## src/rtl/fetch_pkg.sv

```systemverilog
// Shared types and constants for the instruction-fetch sequencer.
package fetch_pkg;
    typedef enum logic [1:0] {
        BOOT  = 2'd0,
        FETCH = 2'd1,
        HOLD  = 2'd2,
        DROP  = 2'd3
    } fetch_state_e;

    localparam int INST_BYTES = 4;
    localparam int INST_W     = 32;
endpackage

```

## src/rtl/fetch_ctrl_if.sv

```systemverilog
// Instruction-memory request/ack bus between the fetch sequencer and imem.
interface fetch_ctrl_if #(
    parameter int PC_W = 64
);
    import fetch_pkg::*;

    logic              imem_req;
    logic [PC_W-1:0]   imem_addr;
    logic              imem_ack;
    logic [INST_W-1:0] imem_rdata;

    modport master (output imem_req, imem_addr, input imem_ack, imem_rdata);
    modport slave  (input imem_req, imem_addr, output imem_ack, imem_rdata);
endinterface

```

## src/rtl/fetch_slot.sv

```systemverilog
// Single-entry IF/ID output register; flush beats load, load beats consume.
module fetch_slot
    import fetch_pkg::*;
#(
    parameter int PC_W = 64
) (
    input  logic              clk,
    input  logic              rst,
    input  logic              load_i,
    input  logic              flush_i,
    input  logic              consume_i,
    input  logic [PC_W-1:0]   pc_i,
    input  logic [INST_W-1:0] inst_i,
    output logic              valid_o,
    output logic [PC_W-1:0]   pc_o,
    output logic [INST_W-1:0] inst_o
);
    logic              valid_q, valid_d;
    logic [PC_W-1:0]   pc_q, pc_d;
    logic [INST_W-1:0] inst_q, inst_d;

    always_comb begin
        valid_d = valid_q;
        pc_d    = pc_q;
        inst_d  = inst_q;
        if (flush_i) begin
            valid_d = 1'b0;
        end else if (load_i) begin
            valid_d = 1'b1;
            pc_d    = pc_i;
            inst_d  = inst_i;
        end else if (consume_i) begin
            valid_d = 1'b0;
        end
    end

    always_ff @(posedge clk or posedge rst) begin
        if (rst) begin
            valid_q <= 1'b0;
            pc_q    <= '0;
            inst_q  <= '0;
        end else begin
            valid_q <= valid_d;
            pc_q    <= pc_d;
            inst_q  <= inst_d;
        end
    end

    assign valid_o = valid_q;
    assign pc_o    = pc_q;
    assign inst_o  = inst_q;
endmodule

```

## src/rtl/fetch_ctrl.sv

```systemverilog
// Instruction-fetch sequencer: owns the PC, runs one imem request at a time,
// and applies trap/branch redirects including those racing an outstanding request.
module fetch_ctrl
    import fetch_pkg::*;
#(
    parameter int              PC_W     = 64,
    parameter logic [PC_W-1:0] RESET_PC = '0
) (
    input  logic              clk,
    input  logic              rst,
    input  logic              if_stall,
    input  logic              redirect_valid,
    input  logic [PC_W-1:0]   redirect_pc,
    input  logic              trap_valid,
    input  logic [PC_W-1:0]   trap_pc,
    fetch_ctrl_if.master      imem,
    output logic              if_valid,
    output logic [PC_W-1:0]   if_pc,
    output logic [INST_W-1:0] if_inst,
    output logic              fetch_busy
);
    fetch_state_e    state_q, state_d;
    logic [PC_W-1:0] pc_q, pc_d;
    logic [PC_W-1:0] req_addr_q, req_addr_d;

    logic            slot_free, req, ack_hit, redir, slot_load;
    logic [PC_W-1:0] raw_target, target, pc_inc;

    assign slot_free  = !if_valid || !if_stall;
    assign req        = (state_q == FETCH && slot_free) || (state_q == DROP);
    assign ack_hit    = req && imem.imem_ack;
    assign redir      = trap_valid || redirect_valid;
    assign raw_target = trap_valid ? trap_pc : redirect_pc;
    assign target     = raw_target & ~PC_W'(3);
    assign pc_inc     = req_addr_q + PC_W'(INST_BYTES);

    always_comb begin
        state_d    = state_q;
        pc_d       = pc_q;
        req_addr_d = req_addr_q;
        slot_load  = 1'b0;
        unique case (state_q)
            BOOT: begin
                state_d = FETCH;
                if (redir) begin
                    pc_d       = target;
                    req_addr_d = target;
                end
            end
            FETCH: begin
                if (redir) begin
                    pc_d = target;
                    // A raised request cannot be withdrawn, so let it finish in DROP.
                    if (req && !ack_hit) state_d = DROP;
                    else                 req_addr_d = target;
                end else if (ack_hit) begin
                    slot_load  = 1'b1;
                    pc_d       = pc_inc;
                    req_addr_d = pc_inc;
                end else if (!req) begin
                    state_d = HOLD;
                end
            end
            HOLD: begin
                if (redir) begin
                    pc_d       = target;
                    req_addr_d = target;
                    state_d    = FETCH;
                end else if (slot_free) begin
                    state_d = FETCH;
                end
            end
            DROP: begin
                if (redir) pc_d = target;
                if (ack_hit) begin
                    state_d    = FETCH;
                    req_addr_d = redir ? target : pc_q;
                end
            end
            default: state_d = BOOT;
        endcase
    end

    always_ff @(posedge clk or posedge rst) begin
        if (rst) begin
            state_q    <= BOOT;
            pc_q       <= RESET_PC;
            req_addr_q <= RESET_PC;
        end else begin
            state_q    <= state_d;
            pc_q       <= pc_d;
            req_addr_q <= req_addr_d;
        end
    end

    fetch_slot #(.PC_W(PC_W)) u_slot (
        .clk       (clk),
        .rst       (rst),
        .load_i    (slot_load),
        .flush_i   (redir),
        .consume_i (if_valid && !if_stall),
        .pc_i      (req_addr_q),
        .inst_i    (imem.imem_rdata),
        .valid_o   (if_valid),
        .pc_o      (if_pc),
        .inst_o    (if_inst)
    );

    assign imem.imem_req  = req;
    assign imem.imem_addr = req_addr_q;
    assign fetch_busy     = (state_q != FETCH) || !ack_hit;
endmodule

```

## src/flat_wrapper.sv

```systemverilog
// flat-port wrapper written by rule: the top's interface ports become plain ports
module fetch_ctrl_flat import fetch_pkg::*;
#(
    parameter int              PC_W     = 64,
    parameter logic [PC_W-1:0] RESET_PC = '0
)
  (clk, rst, if_stall, redirect_valid, redirect_pc, trap_valid, trap_pc, if_valid, if_pc, if_inst, fetch_busy, imem_imem_req, imem_imem_addr, imem_imem_ack, imem_imem_rdata);
  fetch_ctrl_if #(.PC_W(PC_W)) imem_i ();
  input  logic clk;
  input  logic rst;
  input  logic if_stall;
  input  logic redirect_valid;
  input  logic [PC_W-1:0] redirect_pc;
  input  logic trap_valid;
  input  logic [PC_W-1:0] trap_pc;
  output logic if_valid;
  output logic [PC_W-1:0] if_pc;
  output logic [INST_W-1:0] if_inst;
  output logic fetch_busy;
  output wire logic [$bits(imem_i.imem_req)-1:0] imem_imem_req;
  output wire logic [$bits(imem_i.imem_addr)-1:0] imem_imem_addr;
  input wire logic [$bits(imem_i.imem_ack)-1:0] imem_imem_ack;
  input wire logic [$bits(imem_i.imem_rdata)-1:0] imem_imem_rdata;
  assign imem_imem_req = imem_i.imem_req;
  assign imem_imem_addr = imem_i.imem_addr;
  assign imem_i.imem_ack = imem_imem_ack;
  assign imem_i.imem_rdata = imem_imem_rdata;
  fetch_ctrl #(.PC_W(PC_W), .RESET_PC(RESET_PC)) u_core (.clk(clk), .rst(rst), .if_stall(if_stall), .redirect_valid(redirect_valid), .redirect_pc(redirect_pc), .trap_valid(trap_valid), .trap_pc(trap_pc), .imem(imem_i), .if_valid(if_valid), .if_pc(if_pc), .if_inst(if_inst), .fetch_busy(fetch_busy));
endmodule
```

## config.mk

```make
export PLATFORM = sky130hd
export DESIGN_NAME = fetch_ctrl_flat
export DESIGN_NICKNAME = d
export VERILOG_FILES = /design/src/rtl/fetch_pkg.sv /design/src/rtl/fetch_ctrl_if.sv /design/src/rtl/fetch_slot.sv /design/src/rtl/fetch_ctrl.sv /design/src/flat_wrapper.sv
export SDC_FILE = /design/constraint.sdc
export NUM_CORES = 1
export LEC_CHECK = 0
export ABC_AREA = 1
export CELL_PAD_IN_SITES_DETAIL_PLACEMENT = 1
export CELL_PAD_IN_SITES_GLOBAL_PLACEMENT = 1
export CORE_UTILIZATION = 35
export CTS_CLUSTER_DIAMETER = 120
export DETAILED_ROUTE_END_ITERATION = 8
export PLACE_DENSITY_LB_ADDON = 0.1
export SLEW_MARGIN = 20
export SYNTH_ARGS = -nofsm -noshare
export SYNTH_HDL_FRONTEND = slang
export SYNTH_SLANG_ARGS = --single-unit
```

## constraint.sdc

```tcl
create_clock -name clk -period 9.7 [get_ports clk]
set_clock_uncertainty 0.15 [all_clocks]
set_input_delay 1.455 -clock clk [delete_from_list [all_inputs] [get_ports clk]]
set_output_delay 1.455 -clock clk [all_outputs]
set_load 0.1 [all_outputs]
```

==> results of run 1 <==
layer usage:
metal,global-route usage [%],wire (um),vias up
met5,0,0,-
met4,7.99,1570,0
met3,4.10,3700,95
met2,47.3,27600,499
met1,40.9,29100,8000
li1,-,-,7701
final cells by class:
cell class	instances	area [um^2]
Sequential cell	227	5680
Timing Repair Buffer	340	3370
Fill cell	5412	21700
Multi-Input combinational cell	1722	7320
Tap cell	532	666
Clock buffer	40	847
Inverter	270	1020
Clock inverter	13	184
flip-flops by register name, indices dropped and copies added (netlist names):
register / cells
u_core.imem.imem_addr: 64
u_core.u_slot.valid_o: 1
u_core.pc_q: 64
u_core.u_slot.pc_o: 64
u_core.u_slot.inst_o: 32
u_core.state_q: 2
cell usage in the layout (no fill, tap or decap), drive strengths merged:
| cell type | synthesis | layout |
|---|---|---|
| o21a | 2 | 2 |
| o21bai | 1 | 1 |
| nor3 | 3 | 3 |
| or2 | 2 | 2 |
| mux2i | 1 | 1 |
| nand3 | 128 | 128 |
| nor2 | 202 | 202 |
| a21oi | 16 | 16 |
| nand3b | 18 | 18 |
| xnor2 | 4 | 4 |
| o22ai | 17 | 17 |
| clkinv | 2 | 6 |
| xor2 | 7 | 7 |
| clkinvlp | 0 | 3 |
| a31oi | 9 | 9 |
| clkdlybuf4s50 | 0 | 323 |
| o211ai | 1 | 1 |
| o22a | 3 | 3 |
| nor4 | 1 | 1 |
| nand2 | 1073 | 1073 |
| dfrtp | 227 | 227 |
| clkbuf | 36 | 40 |
| buf | 67 | 17 |
| a22oi | 8 | 8 |
| ha | 1 | 1 |
| inv | 268 | 270 |
| o21ai | 203 | 203 |
| nand4 | 22 | 22 |
| bufinv | 0 | 4 |
stage by stage:
step / power, W / instance area, um^2 / cells / hold slack (ns)
after global routing: 0.00860 / 19100 / 3144 / 0.340
final: 0.00819 / 19100 / 3144 / 0.319
after CTS: 0.00821 / 19100 / 3144 / 0.323
after global placement: 0.00690 / 18000 / 3091 / 0.302
after floorplan: 0.00547 / 14500 / 2322 / 0.303
after detailed placement: 0.00700 / 18000 / 3091 / 0.308
critical path, stage by stage:
cell and delay, ns:
clkdlybuf4s50_1 0.46, nand2_1 0.21, o21ai_1 0.44, nor2_1 0.16, nand2_1 0.10, clkdlybuf4s50_1 1.15
synth_stat cells, drive strengths merged:
cell type,instances
nand2,1073
inv,268
dfrtp,227
o21ai,203
nor2,202
nand3,128
buf,67
clkbuf,36
nand4,22
nand3b,18
o22ai,17
a21oi,16
a31oi,9
a22oi,8
xor2,7
xnor2,4
nor3,3
o22a,3
clkinv,2
o21a,2
or2,2
ha,1
mux2i,1
nor4,1
o211ai,1
o21bai,1
power groups by stage:
| stage | Sequential [W] | Clock, W | Combinational (W) |
|---|---|---|---|
| 6_report | 0.00187 | 0.00117 | 0.00515 |
| 5_1_grt | 0.00192 | 0.00123 | 0.00546 |
| 4_1_cts | 0.00187 | 0.00119 | 0.00515 |
| 3_5_place_dp | 0.00188 | 0 | 0.00512 |
| 3_3_place_gp | 0.00186 | 0 | 0.00504 |
| 2_1_floorplan | 0.00403 | 0 | 0.00144 |
logic make-up (layout without fill, tap and decap cells):
kind of cell | count (synthesis) | in the layout | synth area share (%)
AO/OA/AOI/OAI | 260 | 260 | 9.54
multiplexers | 1 | 1 | 0.0693
buffers and inverters | 373 | 663 | 10.2
XOR/XNOR | 11 | 11 | 0.667
AND/OR/NAND/NOR | 1449 | 1449 | 40.1
flip-flops | 227 | 227 | 39.3
adder cells (fa/ha/maj) | 1 | 1 | 0.0866
how the worst max path moves through the flow:
stage | endpoint | cells after the start | slack (ns) | startpoint
3_5_place_dp | u_core.imem.imem_addr[14] | 12 | 3.86 | redirect_valid
5_1_grt | fetch_busy | 6 | 4.07 | if_stall
4_1_cts | fetch_busy | 6 | 4.15 | if_stall
6_report | fetch_busy | 6 | 4.11 | if_stall
2_1_floorplan | u_core.imem.imem_addr[0] | 1 | 1.88 | rst
3_3_place_gp | u_core.imem.imem_addr[14] | 12 | 3.88 | redirect_valid
==> impl_metrics.py, run 1 <==
metrics = {
    "sta": {
        "fmax_mhz": 179,
        "maxSlewHeadroom_pct": 28.7,
        "rsz0062_at_grt": "false",
        "timing.final.setup_violations": 0,
        "tns_ns": 0,
        "final-max-slew-violation-count": 0,
        "post-route-min-period_ns": 5.59,
        "worst_pin_slew_ns": 1.07,
        "final_critical_path_setup_slack_ns": 4.11,
        "finalHoldViolCount": 0,
        "post-route-period-util_pct": 57.7,
    },
    "yosys": {
        "synth.top_cells.by_area": "dfrtp_1 39%, nand2_1 28%, inv_1 6.6%",
        "syn_nets": 2489,
        "synth.lib_cells_used.distinct": 38,
        "synthDominantCellAreaShare_pct": 39.3,
        "synth.cell_area_mm2": 0.0145,
        "synthesis.yosys.warnings": 0,
        "synthCells": 2322,
        "synth-seq-area-share_pct": 39.3,
        "yosys_register_bits": 227,
        "synth_area_leader_cell": "dfrtp_1",
        "postSynthAreaPerCell_um2": 6.22,
    },
    "layout": {
        "design.final.nets": 2757,
        "antennaDiodeCount": 0,
        "synthToLayoutAreaGrowth_pct": 32.0,
        "drive_above_1_share_pct": 3.87,
        "final_util_pct": 46.8,
    },
    "worst_setup_path": {
        "r2r_slack_ns": 5.90,
        "crit-reg2reg-capture": "u_core.imem.imem_addr[56]",
        "reg2reg_from": "u_core.state_q[0]",
        "arrival_ns": 3.99,
        "crit_type": "input port to output pin",
        "worstSetupEndpointType": "output pin",
        "worstPathRequired_ns": 8.10,
        "critical_path.startpoint_type": "input port",
        "reg2reg_depth": 10,
        "cp_max_fo": 4,
    },
    "route": {
        "firstDrtPassIters": 7,
        "route.detailed.wl_per_inst_um": 19.7,
        "post_route_ant_nets": 0,
        "drt-initial-drc-count": 1124,
        "vias": 16295,
        "drt_drc_violations_left": 0,
        "wl_um": 62000,
        "detail_route.vias_per_cell": 5.18,
    },
    "floorplan": {
        "core_area_mm2": 0.0407,
        "die_h_um": 205,
        "floorplan.initialDensity_pct": 35.5,
        "placement_rows": 74,
        "die_w_um": 205,
        "die_area_mm2": 0.0421,
        "io_pins": 329,
    },
    "global_route": {
        "vias_in_the_first_global_route": 16573,
        "number_of_antenna_violations_at_the_first_check_in_global_routing": 0,
        "gr-total-overflow": 0,
        "pin_count_of_the_biggest_net_entering_global_routing": 120,
        "globalRouteTotalUtil_pct": 29.3,
        "grt_first_pass_wirelength_um": 95100,
    },
    "flow_run": {
        "maxCapViolations": 0,
    },
    "worst_hold_path": {
        "hold_path.startpoint": "u_core.u_slot.pc_o[21]",
        "holdPathEnd": "u_core.u_slot.pc_o[21]",
        "min_delay_path_depth": 2,
        "worst_hold_path_type": "flop to flop",
    },
    "placed_design": {
        "detailedPlacementHpwl_um": 44700,
        "place.port_buffers": 324,
        "dpl_worst_slack_ns": 3.86,
        "gp_congestion": 0.946,
    },
    "pwr": {
        "power_frac_clock_pct": 14.3,
        "share_seq_of_total_power_pct": 22.9,
        "switching_share_pct": 60.1,
        "p_switching_w": 0.00493,
        "power.leakage_nw": 9.71,
        "worst_ir_drop_vdd_v": 0.000227,
        "power.density_cell_area_mw_per_mm2": 429,
        "power.share.combinational_pct": 62.9,
        "cellInternalPower_w": 0.00327,
    },
    "clocking": {
        "clkTransAtPathRegs_ns": 0.05,
        "cts_made_buffers": 29,
        "cts-root-to-sink-buffers": 3,
        "cts-hold-fix-buffers": 0,
        "htreeDepth": 1,
        "tritoncts": "built",
        "clk_latency_worst_skew_pair_ns": 0.58,
        "post_cts.resized_instances": 0,
        "clock_sink_count": 227,
        "cts.repair_timing.setup_buffer_count": 0,
        "cts_root_buffer": "clkbuf_16",
    },
    "status": {
        "result_of_the_run": "finished, final reports clean",
    },
}
Power figures use the tool's default switching activity.
==> run 2, diff against run 1 <==
==> constraint.sdc (replaced) <==
create_clock -name clk -period 5.85 [get_ports clk]
set_clock_uncertainty 0.15 [all_clocks]
set_input_delay 0.8775 -clock clk [delete_from_list [all_inputs] [get_ports clk]]
set_output_delay 0.8775 -clock clk [all_outputs]
set_load 0.1 [all_outputs]
==> run 2 against run 1 <==
  * Sequential power rose by 66%
  * Highest routed layer unchanged
  * Count of clock-buffer cells in the layout shrank 5
  * Non-clock buffer count grew 4
  * Register-to-register slack worse by 3.6 ns
  * Largest power group unchanged
  * Flip-flop and latch count stayed put
  * Sequential share of layout area about the same
  * Power increased by 65%
  * Worst setup slack worse by 2.7 ns
  * Clock power increased by 61%
  * Critical path depth unchanged
  * Combinational power up 66%
  * Global-route usage about the same
==> impl_metrics.py, run 2 (synthesis gave the netlist of run 1 again) <==
metrics = {
    "sta": {
        "tns_ns": 0,
        "fmax_mhz": 226,
        "post-route-min-period_ns": 4.43,
        "final-max-slew-violation-count": 0,
        "worst_pin_slew_ns": 1.14,
        "timing.final.setup_violations": 0,
        "post-route-period-util_pct": 75.8,
        "finalHoldViolCount": 0,
        "rsz0062_at_grt": "false",
        "maxSlewHeadroom_pct": 24.1,
    },
    "floorplan": {
        "core_area_mm2": 0.0407,
        "placement_rows": 74,
        "die_w_um": 205,
        "io_pins": 329,
        "floorplan.initialDensity_pct": 35.5,
        "die_h_um": 205,
        "die_area_mm2": 0.0421,
    },
    "global_route": {
        "vias_in_the_first_global_route": 16142,
        "groute.layer.met2.usage_pct": 46.2,
        "busiest_layer": "met2",
        "grt.met1_usage_pct": 41.2,
        "grtUsageMet3_pct": 4.15,
        "gr-total-overflow": 0,
        "globalRouteTotalUtil_pct": 29.3,
        "grt_first_pass_wirelength_um": 93800,
        "pin_count_of_the_biggest_net_entering_global_routing": 92,
        "number_of_antenna_violations_at_the_first_check_in_global_routing": 1,
    },
    "clocking": {
        "cts_made_buffers": 28,
        "post_cts.resized_instances": 0,
        "clock_sink_count": 227,
        "cts.repair_timing.setup_buffer_count": 0,
        "clk_latency_worst_skew_pair_ns": 0.56,
        "htreeDepth": 1,
        "cts_root_buffer": "clkbuf_16",
        "tritoncts": "built",
        "cts-root-to-sink-buffers": 3,
        "cts-hold-fix-buffers": 0,
        "clkTransAtPathRegs_ns": 0.06,
    },
    "worst_setup_path": {
        "worstPathRequired_ns": 4.82,
        "critical_path.startpoint_type": "input port",
        "cp_max_fo": 4,
        "crit_path_max_incr_delay_ns": 1.15,
        "worst-path-buf-inv": 2,
        "crit_family": "buffers and inverters",
        "crit_path_top_delay_cell": "clkdlybuf4s50_1",
        "crit_type": "input port to output pin",
        "critical_path.cell_chain": "clkdlybuf4s50_1, nand2_1, o21ai_1, nor2_1, nand2_1, clkdlybuf4s50_1",
        "arrival_ns": 3.41,
        "worstSetupEndpointType": "output pin",
    },
    "pwr": {
        "worst_ir_drop_vdd_v": 0.000510,
        "share_seq_of_total_power_pct": 22.9,
        "power.density_cell_area_mw_per_mm2": 710,
        "power.share.combinational_pct": 63.2,
        "cellInternalPower_w": 0.00538,
        "p_switching_w": 0.00815,
        "switching_share_pct": 60.2,
        "power_frac_clock_pct": 13.9,
        "power.leakage_nw": 9.72,
    },
    "route": {
        "route.detailed.wl_per_inst_um": 19.6,
        "post_route_ant_nets": 0,
        "drt_drc_violations_left": 0,
        "detail_route.vias_per_cell": 5.12,
        "wl_um": 61800,
        "vias": 16120,
        "drt-initial-drc-count": 984,
        "firstDrtPassIters": 5,
    },
    "layout": {
        "synthToLayoutAreaGrowth_pct": 31.9,
        "most_common_library_cell_in_the_layout_ignoring_fill_and_taps": "nand2_1",
        "multi_input_area_mm2": 0.00732,
        "seqCellArea_mm2": 0.00568,
        "final_cell_mix": "1,070 x nand2_1, 323 x clkdlybuf4s50_1, 253 x inv_1, 227 x dfrtp_1, 192 x nor2_1",
        "drive_above_1_share_pct": 4.05,
        "number_of_inserted_filler_cells_in_the_final_layout": 5356,
        "design.final.nets": 2760,
        "design_area_mm2": 0.0191,
    },
    "placed_design": {
        "gp_congestion": 0.954,
        "placedInstanceArea_mm2": 0.0181,
        "detailedPlacementHpwl_um": 45600,
        "place.port_buffers": 324,
    },
    "status": {
        "result_of_the_run": "finished, final reports clean",
    },
    "flow_run": {
        "maxCapViolations": 0,
    },
    "worst_hold_path": {
        "worst_hold_path_type": "flop to flop",
    },
}
[run 2: final cells by class]
| type | count | share of cell area [%] |
|---|---|---|
| Inverter | 270 | 5.35 |
| Clock inverter | 17 | 1.02 |
| Antenna cell | 1 | 0.0131 |
| Multi-Input combinational cell | 1722 | 38.4 |
| Sequential cell | 227 | 29.8 |
| Timing Repair Buffer | 344 | 17.8 |
| Clock buffer | 35 | 4.19 |
| Tap cell | 532 | 3.49 |
[run 2: final timing paths]
path                                         start                  endpoint  slack (ns)  depth (start not counted)
max reg2reg                      u_core.state_q[0]     u_core.u_slot.valid_o        2.27                         10
min in group asynchronous                      rst  u_core.u_slot.inst_o[22]        0.60                          2
min                        u_core.u_slot.inst_o[5]   u_core.u_slot.inst_o[5]        0.32                          2
max in group asynchronous                      rst           u_core.pc_q[36]        3.62                          3
min reg2reg                u_core.u_slot.inst_o[5]   u_core.u_slot.inst_o[5]        0.32                          2
max                                       if_stall                fetch_busy        1.42                          6
[run 2: routing by layer]
metal,wire length (um),part of all wire (%)
met1,29000,47
met2,27200,44
met3,3750,6.1
met4,1860,3.0
met5,0,0
[run 2: tightest hold or removal path, cell delays in order, from the launching register on]
cell,delay [ns]
dfrtp_1,0.34
nand2_1,0.05
nand2_1,0.05
[run 2: power by group through the flow]
stage	combinational [W]	clock [W]	sequential (W)
6_report	0.00856	0.00188	0.00310
4_1_cts	0.00856	0.00191	0.00308
2_1_floorplan	0.00239	0	0.00668
3_5_place_dp	0.00852	0	0.00310
5_1_grt	0.00908	0.00197	0.00317
3_3_place_gp	0.00839	0	0.00307
[run 2: metrics by stage]
stage | power [W] | util, % | hold WS, ns | worst slack, ns | instances
after floorplan | 0.00908 | - | 0.303 | 1.86 | 2322
after global placement | 0.0115 | 44.4 | 0.302 | 1.47 | 3095
after detailed placement | 0.0116 | 44.4 | 0.308 | 1.48 | 3095
after CTS | 0.0136 | 46.8 | 0.322 | 1.47 | 3147
after global routing | 0.0142 | 46.8 | 0.343 | 1.28 | 3148
final | 0.0135 | 46.8 | 0.317 | 1.42 | 3148
==> run 3, diff against run 2 <==
==> constraint.sdc (replaced) <==
create_clock -name clk -period 4.6 [get_ports clk]
set_clock_uncertainty 0.15 [all_clocks]
set_input_delay 0.69 -clock clk [delete_from_list [all_inputs] [get_ports clk]]
set_output_delay 0.69 -clock clk [all_outputs]
set_load 0.1 [all_outputs]
==> run 3 against run 2 <==
  * Die area unchanged
  * First-iteration DRC count is 5.7% higher
  * Critical path type is now flop to output pin
  * Critical endpoint is now imem_imem_addr[23]
  * Clock power increased by 23%
==> impl_metrics.py, run 3 (synthesis gave the netlist of run 1 again) <==
metrics = {
    "clocking": {
        "clock_sink_count": 227,
        "clkTransAtPathRegs_ns": 0.06,
        "cts_root_buffer": "clkbuf_16",
        "cts-root-to-sink-buffers": 3,
        "cts.repair_timing.setup_buffer_count": 0,
        "cts_made_buffers": 29,
        "htreeDepth": 1,
        "clk_latency_worst_skew_pair_ns": 0.58,
        "tritoncts": "built",
        "cts-hold-fix-buffers": 0,
        "post_cts.resized_instances": 0,
    },
    "worst_setup_path": {
        "worstSetupEndpointType": "output pin",
        "arrival_ns": 2.46,
        "cp_max_fo": 6,
        "critical_path.cell_chain": "clkdlybuf4s50_1",
        "crit_path_top_delay_cell": "clkdlybuf4s50_1",
        "crit_family": "buffers and inverters",
        "worstPathRequired_ns": 3.76,
        "crit_path_max_incr_delay_ns": 1.23,
        "crit_type": "flop to output pin",
        "worst-path-buf-inv": 1,
        "critical_path.startpoint_type": "flop",
    },
    "layout": {
        "fin_cells": 3157,
        "most_common_library_cell_in_the_layout_ignoring_fill_and_taps": "nand2_1",
        "antennaDiodeCount": 0,
        "number_of_inserted_filler_cells_in_the_final_layout": 5346,
        "final_cell_mix": "1,070 x nand2_1, 321 x clkdlybuf4s50_1, 253 x inv_1, 227 x dfrtp_1, 192 x nor2_1",
        "synthToLayoutAreaGrowth_pct": 32.5,
        "drive_above_1_share_pct": 4.30,
        "design.final.nets": 2771,
        "design_area_mm2": 0.0192,
    },
    "sta": {
        "finalHoldViolCount": 0,
        "post-route-period-util_pct": 71.8,
        "final-max-slew-violation-count": 0,
        "fmax_mhz": 303,
        "rsz0062_at_grt": "false",
        "worst_pin_slew_ns": 1.06,
        "tns_ns": 0,
        "final_critical_path_setup_slack_ns": 1.30,
        "maxSlewHeadroom_pct": 29.2,
        "post-route-min-period_ns": 3.30,
        "timing.final.setup_violations": 0,
    },
    "floorplan": {
        "floorplan.initialDensity_pct": 35.5,
        "die_h_um": 205,
        "die_area_mm2": 0.0421,
        "io_pins": 329,
        "die_w_um": 205,
        "placement_rows": 74,
        "core_area_mm2": 0.0407,
    },
    "pwr": {
        "power.density_cell_area_mw_per_mm2": 900,
        "total_power_w": 0.0173,
        "switching_share_pct": 60.6,
        "power.share.combinational_pct": 63.7,
        "worst_ir_drop_vdd_v": 0.000513,
        "power_frac_clock_pct": 13.4,
        "share_seq_of_total_power_pct": 22.9,
        "p_switching_w": 0.0104,
        "cellInternalPower_w": 0.00680,
        "power.leakage_nw": 9.76,
    },
    "placed_design": {
        "gp_congestion": 0.904,
        "detailedPlacementHpwl_um": 47800,
        "placedInstanceArea_mm2": 0.0182,
        "dpl_worst_slack_ns": 0.818,
        "post-place-cells": 3105,
        "place.port_buffers": 324,
    },
    "global_route": {
        "gr-total-overflow": 0,
        "vias_in_the_first_global_route": 16366,
        "pin_count_of_the_biggest_net_entering_global_routing": 91,
        "number_of_antenna_violations_at_the_first_check_in_global_routing": 0,
        "globalRouteTotalUtil_pct": 30.2,
        "grt_first_pass_wirelength_um": 96700,
    },
    "route": {
        "detail_route.vias_per_cell": 5.14,
        "drt-initial-drc-count": 1040,
        "drt_drc_violations_left": 0,
        "firstDrtPassIters": 5,
        "route.detailed.wl_per_inst_um": 20.2,
        "vias": 16241,
        "wl_um": 63700,
        "post_route_ant_nets": 0,
    },
    "worst_hold_path": {
        "worst_hold_path_type": "flop to flop",
    },
    "flow_run": {
        "maxCapViolations": 0,
    },
    "status": {
        "result_of_the_run": "finished, final reports clean",
    },
}
run 3: cell count changes in the layout (fill, tap and decap cells not counted), moves of 2 or more:
cell	before	now
clkbuf_1	1	6
bufinv_16	4	2
clkdlybuf4s50_1	323	321
clkinv_2	10	3
buf_4	20	27
buf_12	0	5
clkbuf_8	5	7
run 3: worst paths after layout:
path,start,slack [ns],endpoint,cells after the start
worst max-delay path,u_core.imem.imem_addr[23],1.30,imem_imem_addr[23],1
worst min-delay path,u_core.u_slot.pc_o[20],0.32,u_core.u_slot.pc_o[20],2
worst max register to register,u_core.state_q[0],1.38,u_core.imem.imem_addr[17],7
worst min register to register,u_core.u_slot.pc_o[20],0.32,u_core.u_slot.pc_o[20],2
max in group asynchronous,rst,3.02,u_core.imem.imem_addr[57],3
min in group asynchronous,rst,0.38,u_core.u_slot.inst_o[29],2
run 3: metal layers:
metal | track usage (%) | vias up | share of wire [%]
li1 | - | 7733 | -
met1 | 43.5 | 7916 | 47
met2 | 47.2 | 524 | 44
met3 | 5.24 | 68 | 7.7
met4 | 6.24 | 0 | 1.7
met5 | 0 | - | 0
run 3: through the flow:
| step | util [%] | hold slack, ns |
|---|---|---|
| 4_1_cts | 47.0 | 0.325 |
| 3_5_place_dp | 44.7 | 0.311 |
| 5_1_grt | 47.0 | 0.340 |
| 3_3_place_gp | 44.7 | 0.303 |
| 2_1_floorplan | - | 0.303 |
| 6_report | 47.0 | 0.321 |
run 3: power groups by stage:
stage	registers, W	clock network [W]	logic [W]
after floorplan	0.00850	0	0.00304
after global placement	0.00391	0	0.0108
after detailed placement	0.00395	0	0.0109
after CTS	0.00392	0.00237	0.0110
after global routing	0.00405	0.00244	0.0116
final	0.00394	0.00232	0.0110
run 3: final cells by class:
cell class | instances | area, um^2 | area share [%]
multi-input combinational | 1722 | 7310 | 38.2
sequential | 227 | 5680 | 29.7
timing repair buffer | 354 | 3520 | 18.4
inverter | 270 | 1020 | 5.32
clock buffer | 42 | 845 | 4.41
tap | 532 | 666 | 3.47
clock inverter | 10 | 116 | 0.607
